**config.mk**
```make
export PLATFORM = sky130hd
export DESIGN_NAME = spi_master_ctl
export DESIGN_NICKNAME = d
export VERILOG_FILES = /design/src/rtl/spi_pkg.sv /design/src/rtl/spi_clkgen.sv /design/src/rtl/spi_master_ctl.sv
export SDC_FILE = /design/constraint.sdc
export NUM_CORES = 1
export LEC_CHECK = 0
export CORE_MARGIN = 5
export CORE_UTILIZATION = 40
export CTS_BUF_LIST = sky130_fd_sc_hd__clkbuf_16
export CTS_CLUSTER_SIZE = 12
export DETAILED_ROUTE_END_ITERATION = 8
export SLEW_MARGIN = 20
export SYNTH_ARGS = -nofsm -noshare
export SYNTH_HDL_FRONTEND = slang
export SYNTH_SLANG_ARGS = --single-unit
```
**constraint.sdc**
```tcl
create_clock -name clk -period 3.2 [get_ports clk]
set_input_delay 0.32 -clock clk [delete_from_list [all_inputs] [get_ports clk]]
set_output_delay 0.32 -clock clk [all_outputs]
set_load 0.01 [all_outputs]
```
**src/rtl/spi_pkg.sv**
```systemverilog
// Shared types and constants for the SPI master controller.
package spi_pkg;

  typedef enum logic [1:0] {
    IDLE  = 2'd0,
    LEAD  = 2'd1,
    XFER  = 2'd2,
    TRAIL = 2'd3
  } state_t;

  // SPI modes encoded as {cpol, cpha}
  localparam logic [1:0] MODE0 = 2'b00;
  localparam logic [1:0] MODE1 = 2'b01;
  localparam logic [1:0] MODE2 = 2'b10;
  localparam logic [1:0] MODE3 = 2'b11;

  function automatic int edge_cnt_w(input int dwidth);
    return $clog2(2 * dwidth) + 1;
  endfunction

endpackage

```
**src/rtl/spi_clkgen.sv**
```systemverilog
// SCLK generator: half-period countdown plus edge counter.
// Strobes fire in the cycle whose closing clk edge moves sclk (or ends the trail).
module spi_clkgen
  import spi_pkg::*;
#(
  parameter int DWIDTH    = 8,
  parameter int DIV_WIDTH = 8
) (
  input  logic                 clk,
  input  logic                 rst_n,
  input  logic                 accept,
  input  logic                 active,
  input  logic                 cpol,
  input  logic [DIV_WIDTH-1:0] clk_div,
  output logic                 lead_stb,
  output logic                 trail_stb,
  output logic                 end_stb,
  output logic                 first_edge,
  output logic                 last_edge,
  output logic                 sclk
);

  localparam int EW = edge_cnt_w(DWIDTH);
  localparam logic [EW-1:0] NEDGE = EW'(2 * DWIDTH);

  logic [DIV_WIDTH-1:0] cnt;
  logic [DIV_WIDTH-1:0] div_l;
  logic [EW-1:0]        ecnt;
  logic                 tick;
  logic                 in_xfer;

  assign tick       = active && (cnt == '0);
  assign in_xfer    = (ecnt != NEDGE);
  assign lead_stb   = tick && in_xfer && !ecnt[0];
  assign trail_stb  = tick && in_xfer && ecnt[0];
  assign end_stb    = tick && !in_xfer;
  assign first_edge = (ecnt == '0);
  assign last_edge  = (ecnt == NEDGE - 1'b1);

  always_ff @(posedge clk) begin
    if (accept) div_l <= clk_div;
  end

  // Once all edges are issued, one more half-period elapses as the trail
  always_ff @(posedge clk or negedge rst_n) begin
    if (!rst_n) begin
      cnt  <= '0;
      ecnt <= '0;
      sclk <= 1'b0;
    end else if (accept) begin
      cnt  <= clk_div;
      ecnt <= '0;
      sclk <= cpol;
    end else if (active) begin
      if (tick) begin
        cnt <= div_l;
        if (in_xfer) begin
          ecnt <= ecnt + 1'b1;
          sclk <= ~sclk;
        end
      end else begin
        cnt <= cnt - 1'b1;
      end
    end else begin
      sclk <= cpol;
    end
  end

endmodule

```
**src/rtl/spi_master_ctl.sv**
```systemverilog
// SPI master controller: runtime CPOL/CPHA, clock divider, word width, chip selects.
// Optional SPI_LSB_FIRST_EN adds a lsb_first input selecting LSB-first shifting.
module spi_master_ctl
  import spi_pkg::*;
#(
  parameter int DWIDTH    = 8,
  parameter int DIV_WIDTH = 8,
  parameter int NUM_CS    = 1
) (
  input  logic                                       clk,
  input  logic                                       rst_n,
  input  logic                                       start,
  input  logic                                       cpol,
  input  logic                                       cpha,
`ifdef SPI_LSB_FIRST_EN
  input  logic                                       lsb_first,
`endif
  input  logic [DIV_WIDTH-1:0]                       clk_div,
  input  logic [(NUM_CS > 1 ? $clog2(NUM_CS) : 1)-1:0] cs_sel,
  input  logic [DWIDTH-1:0]                          din,
  output logic [DWIDTH-1:0]                          dout,
  output logic                                       busy,
  output logic                                       done,
  output logic                                       sclk,
  output logic                                       mosi,
  input  logic                                       miso,
  output logic [NUM_CS-1:0]                          cs_n
);

  localparam int CSW = NUM_CS > 1 ? $clog2(NUM_CS) : 1;

  state_t            state;
  logic              accept;
  logic              lead_stb, trail_stb, end_stb, first_edge, last_edge;
  logic              lsb_in, lsb_l, cpha_l;
  logic              shift_en, sample_en;
  logic [DWIDTH-1:0] tx_sr, rx_sr;

  // Out-of-range selects decode to no active line
  function automatic logic [NUM_CS-1:0] cs_decode(input logic [CSW-1:0] sel);
    cs_decode = '1;
    for (int i = 0; i < NUM_CS; i++) begin
      if (CSW'(i) == sel) cs_decode[i] = 1'b0;
    end
  endfunction

  function automatic logic first_bit(input logic [DWIDTH-1:0] w, input logic lsb);
    return lsb ? w[0] : w[DWIDTH-1];
  endfunction

  function automatic logic next_bit(input logic [DWIDTH-1:0] sr, input logic lsb);
    return lsb ? sr[1] : sr[DWIDTH-2];
  endfunction

  function automatic logic [DWIDTH-1:0] shift_word(input logic [DWIDTH-1:0] sr,
                                                   input logic lsb);
    return lsb ? (sr >> 1) : (sr << 1);
  endfunction

  function automatic logic [DWIDTH-1:0] capture(input logic [DWIDTH-1:0] sr,
                                                input logic b, input logic lsb);
    return lsb ? {b, sr[DWIDTH-1:1]} : {sr[DWIDTH-2:0], b};
  endfunction

`ifdef SPI_LSB_FIRST_EN
  assign lsb_in = lsb_first;
  always_ff @(posedge clk) begin
    if (accept) lsb_l <= lsb_first;
  end
`else
  assign lsb_in = 1'b0;
  assign lsb_l  = 1'b0;
`endif

  assign accept    = (state == IDLE) && start;
  // First leading (cpha=1) or last trailing (cpha=0) edge has no bit to shift
  assign shift_en  = cpha_l ? (lead_stb && !first_edge) : (trail_stb && !last_edge);
  assign sample_en = cpha_l ? trail_stb : lead_stb;

  spi_clkgen #(
    .DWIDTH    (DWIDTH),
    .DIV_WIDTH (DIV_WIDTH)
  ) u_clkgen (
    .clk        (clk),
    .rst_n      (rst_n),
    .accept     (accept),
    .active     (state != IDLE),
    .cpol       (cpol),
    .clk_div    (clk_div),
    .lead_stb   (lead_stb),
    .trail_stb  (trail_stb),
    .end_stb    (end_stb),
    .first_edge (first_edge),
    .last_edge  (last_edge),
    .sclk       (sclk)
  );

  always_ff @(posedge clk) begin
    if (accept) begin
      tx_sr  <= din;
      cpha_l <= cpha;
    end else begin
      if (shift_en)  tx_sr <= shift_word(tx_sr, lsb_l);
      if (sample_en) rx_sr <= capture(rx_sr, miso, lsb_l);
    end
  end

  always_ff @(posedge clk or negedge rst_n) begin
    if (!rst_n) begin
      state <= IDLE;
      busy  <= 1'b0;
      done  <= 1'b0;
      dout  <= '0;
      mosi  <= 1'b0;
      cs_n  <= '1;
    end else begin
      done <= 1'b0;
      case (state)
        IDLE: begin
          if (start) begin
            state <= LEAD;
            busy  <= 1'b1;
            cs_n  <= cs_decode(cs_sel);
            mosi  <= first_bit(din, lsb_in);
          end
        end
        LEAD: begin
          if (lead_stb) state <= XFER;
        end
        XFER: begin
          if (trail_stb && last_edge) state <= TRAIL;
        end
        TRAIL: begin
          if (end_stb) begin
            state <= IDLE;
            busy  <= 1'b0;
            done  <= 1'b1;
            cs_n  <= '1;
            dout  <= rx_sr;
          end
        end
        default: state <= IDLE;
      endcase
      if (shift_en) mosi <= next_bit(tx_sr, lsb_l);
    end
  end

endmodule

```
# Yosys cells after proc, flatten, opt, wreduce, memory -nomap -nowiden
# Cells that the tools add are included.
[totals] regBits=52 wordCells=91 output_inout_bits=13
[op_classes] add_sub_neg=2 bitwise=2 eq_ne=11 reduce_logical=31 n_mux=32
[ops] operator="8-bit 2-to-1 mux" n=3
[ops] operator="5-bit 2-to-1 mux" n=4
[ops] operator="1-bit 2-to-1 mux" n=16
[ops] operator="2-bit nonzero test" n=8
[ops] operator="7-bit 2-to-1 mux" n=2
[ops] operator="1-bit logical AND" n=9
[ops] operator="8-bit zero test" n=1
[ops] operator="2-bit 2-to-1 mux" n=4
[ops] operator="2-bit != test (second input constant)" n=4
[ops] operator="2-bit one-hot mux with 4 select lines" n=1
[ops] operator="2-bit AND reduction" n=4
[ops] operator="8-bit by 1-bit subtractor with 8-bit output (second input constant)" n=1
[ops] operator="3-bit != test (second input constant)" n=2
[ops] operator="3-bit AND reduction" n=2
[ops] operator="5-bit by 1-bit adder with 5-bit output (second input constant)" n=1
[ops] operator="5-bit by 4-bit == test with 1-bit output (second input constant)" n=1
[ops] operator="5-bit zero test" n=1
[ops] operator="5-bit != test (second input constant)" n=1
[ops] operator="2-bit == test (second input constant)" n=2
[ops] operator="1-bit zero test" n=4
[ops] operator="1-bit one-hot mux with 2 select lines" n=2
[ops] operator="4-bit AND reduction" n=1
[ops] operator="2-bit by 1-bit == test with 1-bit output (second input constant)" n=1
[ops] operator="2-bit zero test" n=1
[ops] operator="1-bit NOT" n=2

# Logic depth before layout (Yosys ltp)
[logic_depth] ltp_word=8 ltp_mapped=8 depth_no_buf=7

# Modules after synthesis
# A second synthesis with hierarchy kept.
[hier_totals] hier_cells=203 hier_area_um2=2528.7
[modules_own_cells] module="spi_master_ctl" cells_each=83 area_each_um2=1271.2 n_inst=1 seq_area_each_um2=832.0
[modules_own_cells] module="spi_clkgen" cells_each=120 area_each_um2=1257.5 n_inst=1 seq_area_each_um2=590.6

# Worst setup path after synthesis
# OpenSTA, ideal clock, no wires.
[synth_path] kind="reg-to-reg" startpoint="reg state[0]" endpoint="reg rx_sr[0] (enable)" stages_incl_launch_ff=7 setup_slack_ns=0.626 t_arrival_ns=2.191 path_buffers=1 required_ns=2.817 setup_ns=0.383 cell_sequence="dfrtp_1 -> inv_1 -> ha_1 -> buf_6 -> nor4b_2 -> nand3_1 -> nor3_1"
[synth_between] elab_chain_len=6
[synth_lines] element="from (decl)" line="spi_master_ctl.sv:32" source="state_t state;"
[synth_lines] element="from (signal assigned)" line="spi_master_ctl.sv:110" source="state <= IDLE;"
[synth_lines] element="from (signal assigned)" line="spi_master_ctl.sv:121" source="state <= LEAD;"
[synth_lines] element="from (signal assigned)" line="spi_master_ctl.sv:128" source="if (lead_stb) state <= XFER;"
[synth_lines] element="2-bit nonzero test" line="spi_master_ctl.sv:87" source=".active (state != IDLE),"
[synth_lines] element="1-bit logical AND" line="spi_clkgen.sv:32" source="assign tick = active && (cnt == '0);"
[synth_lines] element="1-bit logical AND" line="spi_clkgen.sv:34, spi_clkgen.sv:35"
[synth_lines] element="1-bit logical AND (on tied branches)" line="spi_clkgen.sv:34, spi_clkgen.sv:35"
[synth_lines] element="1-bit 2-to-1 mux" line="spi_master_ctl.sv:78" source="assign sample_en = cpha_l ? trail_stb : lead_stb;"
[synth_lines] element="2-bit AND reduction (no line) (*)"
[synth_lines] element="to (signal assigned)" line="spi_master_ctl.sv:104" source="if (sample_en) rx_sr <= capture(rx_sr, miso, lsb_l);"
[synth_lines] element="to (decl)" line="spi_master_ctl.sv:37" source="logic [DWIDTH-1:0] tx_sr, rx_sr;"
# Mark *: on every way between the ends. The rest lies on a longest branch, timed or not.
# A chain may end at the register's enable or synchronous reset.

# Worst setup path in the final report
[layout_path] startpoint="reg state[0]" endpoint="reg rx_sr[3] (enable)"
# Same word-level chain as after synthesis.

==> impl_metrics.py <==
metrics = {
    "status": {
        "outcome": "completed",
    },
    "yosys": {
        "yosysSeqAreaShare_pct": 56.8,
        "synth.top_cell.area_share_pct": 28.8,
        "synth_compound_area_share_pct": 10.3,
        "ys_warn_count": 0,
        "synth_area_leaders": "edfxtp_1 (29%), dfrtp_1 (27%), ha_1 (5.0%), mux2_2 (4.9%), nand2_1 (4.2%)",
        "synth_cells": 207,
        "synthesis.area_um2": 2500,
        "yosys.area.top_type": "edfxtp_1",
        "synth-edff-count": 24,
        "synth.distinct_cells": 51,
        "muxShareOfSynthArea_pct": 8.19,
        "synthAdderAreaFrac_pct": 5.00,
        "syn_nets": 240,
        "yosys_register_bits": 52,
        "synth-xor-area-share_pct": 2.10,
        "synth_top_family_by_area": "simple AND/OR/NAND/NOR gates",
        "async_reset_ff_share_pct": 53.8,
        "synth-main-ff-cell": "dfrtp_1",
        "synth_area_per_cell_um2": 12.1,
        "yosys.area_share.simple_pct": 14.1,
    },
    "placed_design": {
        "io_buffer_count": 35,
        "gp_congestion": 0.707,
        "dp_hpwl_um": 3460,
    },
    "sta": {
        "worstMarginPinSlew_ps": 721,
        "fin_tns_setup_ps": 0,
        "skew_ps": 6.78,
        "hold_viol": 0,
        "rsz0062_at_grt": "false",
        "finalSetupViolations": 0,
        "maxSlewHeadroom_pct": 51.9,
        "drv_slew": 0,
        "whs_ps": 420,
        "period_share_pct": 74.9,
        "period_minus_slack_ps": 2400,
        "fmax_mhz": 417,
    },
    "worst_setup_path": {
        "r2r_slack_ps": 800,
        "worst-setup-path-type": "reg2reg",
        "cp.arrival_ps": 2390,
        "crit_buf_inv": 2,
        "crit_fanout": 10,
        "critical_path.max_stage_delay_ps": 490,
        "cp-start-kind": "register",
        "cp.required_ps": 3190,
        "end_kind": "register",
        "crit_chain": "inv_1, ha_1, nor4b_2, nand3_1, nor3_1, buf_4",
        "cpMaxStageDelayCell": "nor4b_2",
        "path_delay_family": "simple AND/OR/NAND/NOR gates",
    },
    "die": {
        "rows": 28,
        "die-width_um": 89.1,
        "ios": 36,
        "core_area_um2": 5990,
        "initial_core_util_pct": 41.8,
        "die_area_um2": 7950,
        "die_h_um": 89.1,
    },
    "clock_tree": {
        "root_buffer": "clkbuf_16",
        "htreeDepth": 2,
        "tritoncts": "built",
        "clock_latency_ps": 290,
        "ctsHoldBuffers": 0,
        "post-cts-setup-buffers": 0,
        "clkTransAtPathRegs_ps": 70,
        "cts_buffer_depth": 2,
        "cts_resized": 0,
        "cts_sinks": 52,
        "cts_buffers": 5,
    },
    "worst_hold_path": {
        "hp-class": "in2async",
    },
    "detailed_routing": {
        "wirelength_um": 4760,
        "dr.pass1.iters": 4,
        "ant_nets": 0,
        "num_vias": 1657,
        "wire_per_inst_um": 14.7,
        "drc_errors": 0,
        "drt_iter0_markers": 81,
        "via_per_inst": 5.11,
    },
    "layout": {
        "drive_gt1_share_pct": 14.1,
        "final_cell_mix": "clkdlybuf4s50_1 (35), nand2_1 (28), dfrtp_1 (27), edfxtp_1 (24), o21ai_0 (15)",
        "fin_nets": 281,
        "seqCellArea_um2": 1420,
        "syn2layout_area_growth_pct": 24.5,
        "n_antenna_cell": 0,
        "final_common_cell": "clkdlybuf4s50_1",
        "fillCellCount": 551,
        "multi_input_area_um2": 995,
    },
    "global_route": {
        "grt_pass1_vias": 1723,
        "track_usage_pct": 13.4,
        "grt_max_degree": 29,
        "antenna_found_initial": 0,
        "grt_pass1_wl_um": 8160,
        "gr-total-overflow": 0,
    },
    "pwr": {
        "p_leak_nw": 1.25,
        "ir_drop_v": 0.000229,
        "power_density_nw_per_um2": 428,
    },
    "job": {
        "drv_cap": 0,
    },
}
==> final timing paths <==
path,startpoint,end,depth (start not counted)
max reg2reg,state[0],rx_sr[3],6
min,rst_n,u_clkgen.ecnt[1],2
min in group clk,rx_sr[1],rx_sr[2],0
max,state[0],rx_sr[3],6
max in group asynchronous,rst_n,cs_n,2
min reg2reg,rx_sr[1],rx_sr[2],0
==> per-stage QoR <==
step / utilization (%) / total power [mW] / cell area (um^2) / worst slack (ps) / cells
2_1_floorplan: - / 0.718 / 2500 / 626 / 207
3_5_place_dp: 49.3 / 0.757 / 2950 / 795 / 316
5_1_grt: 52.1 / 1.40 / 3120 / 592 / 324
6_report: 52.1 / 1.34 / 3120 / 802 / 324
3_3_place_gp: 49.3 / 0.756 / 2950 / 861 / 316
4_1_cts: 52.1 / 1.36 / 3120 / 773 / 324
==> state kept, by name, summed over array words and instances, names as in the netlist <==
signal,cells
cpha_l,1
u_clkgen.ecnt,5
done,1
busy,1
u_clkgen.cnt,8
dout,8
tx_sr,7
u_clkgen.div_l,8
u_clkgen.sclk,1
mosi,1
cs_n,1
rx_sr,8
state,2
==> worst reg2reg max path, stage by stage (launching register included) <==
cell,delay [ps]
dfrtp_1,380
inv_1,100
ha_1,290
nor4b_2,490
nand3_1,370
nor3_1,280
buf_4,200
==> cells in the mapped netlist (2+ instances only) <==
cell / n
nand2_1: 28
dfrtp_1: 27
edfxtp_1: 24
o21ai_0: 15
inv_1: 12
mux2_2: 11
ha_1: 10
mux2i_1: 7
a21oi_1: 6
nand3_1: 5
nor2_1: 5
clkbuf_1: 4
nor3_1: 4
and3_1: 3
xnor2_1: 3
xor2_1: 3
buf_6: 2
nor2b_1: 2
o22a_1: 2
o22ai_1: 2
o41ai_2: 2
==> final cells by class <==
class                           count  share of cell area [%]
Tap cell                           75                    3.01
Inverter                           12                    1.44
Timing Repair Buffer               41                    12.7
Clock buffer                        5                    4.01
Sequential cell                    52                    45.6
Clock inverter                      3                    1.36
Multi-Input combinational cell    136                    31.9
==> power by group <==
group	switching (mW)	internal [mW]	total, mW
logic	0.0162	0.0294	0.0456
clock network	0.227	0.367	0.594
registers	0	0.696	0.696
==> cell families (layout without fill, tap and decap cells) <==
| group | count (synthesis) | after routing |
|---|---|---|
| AO/OA/AOI/OAI | 38 | 38 |
| AND/OR/NAND/NOR | 63 | 63 |
| buffers and inverters | 19 | 61 |
| multiplexers | 19 | 19 |
| adder cells (fa/ha/maj) | 10 | 10 |
| XOR/XNOR | 6 | 6 |
| flip-flops | 52 | 52 |
==> per-layer routing <==
metal | part of all wire [%] | wire, um | vias up | track usage [%]
met5 | 0 | 0 | - | 0
met3 | 4.3 | 204 | 4 | 4.06
met1 | 47 | 2250 | 795 | 17.9
li1 | - | - | 831 | -
met4 | 0.82 | 39 | 0 | 3.25
met2 | 48 | 2260 | 27 | 21.5
(Power assumes the default switching activity.)
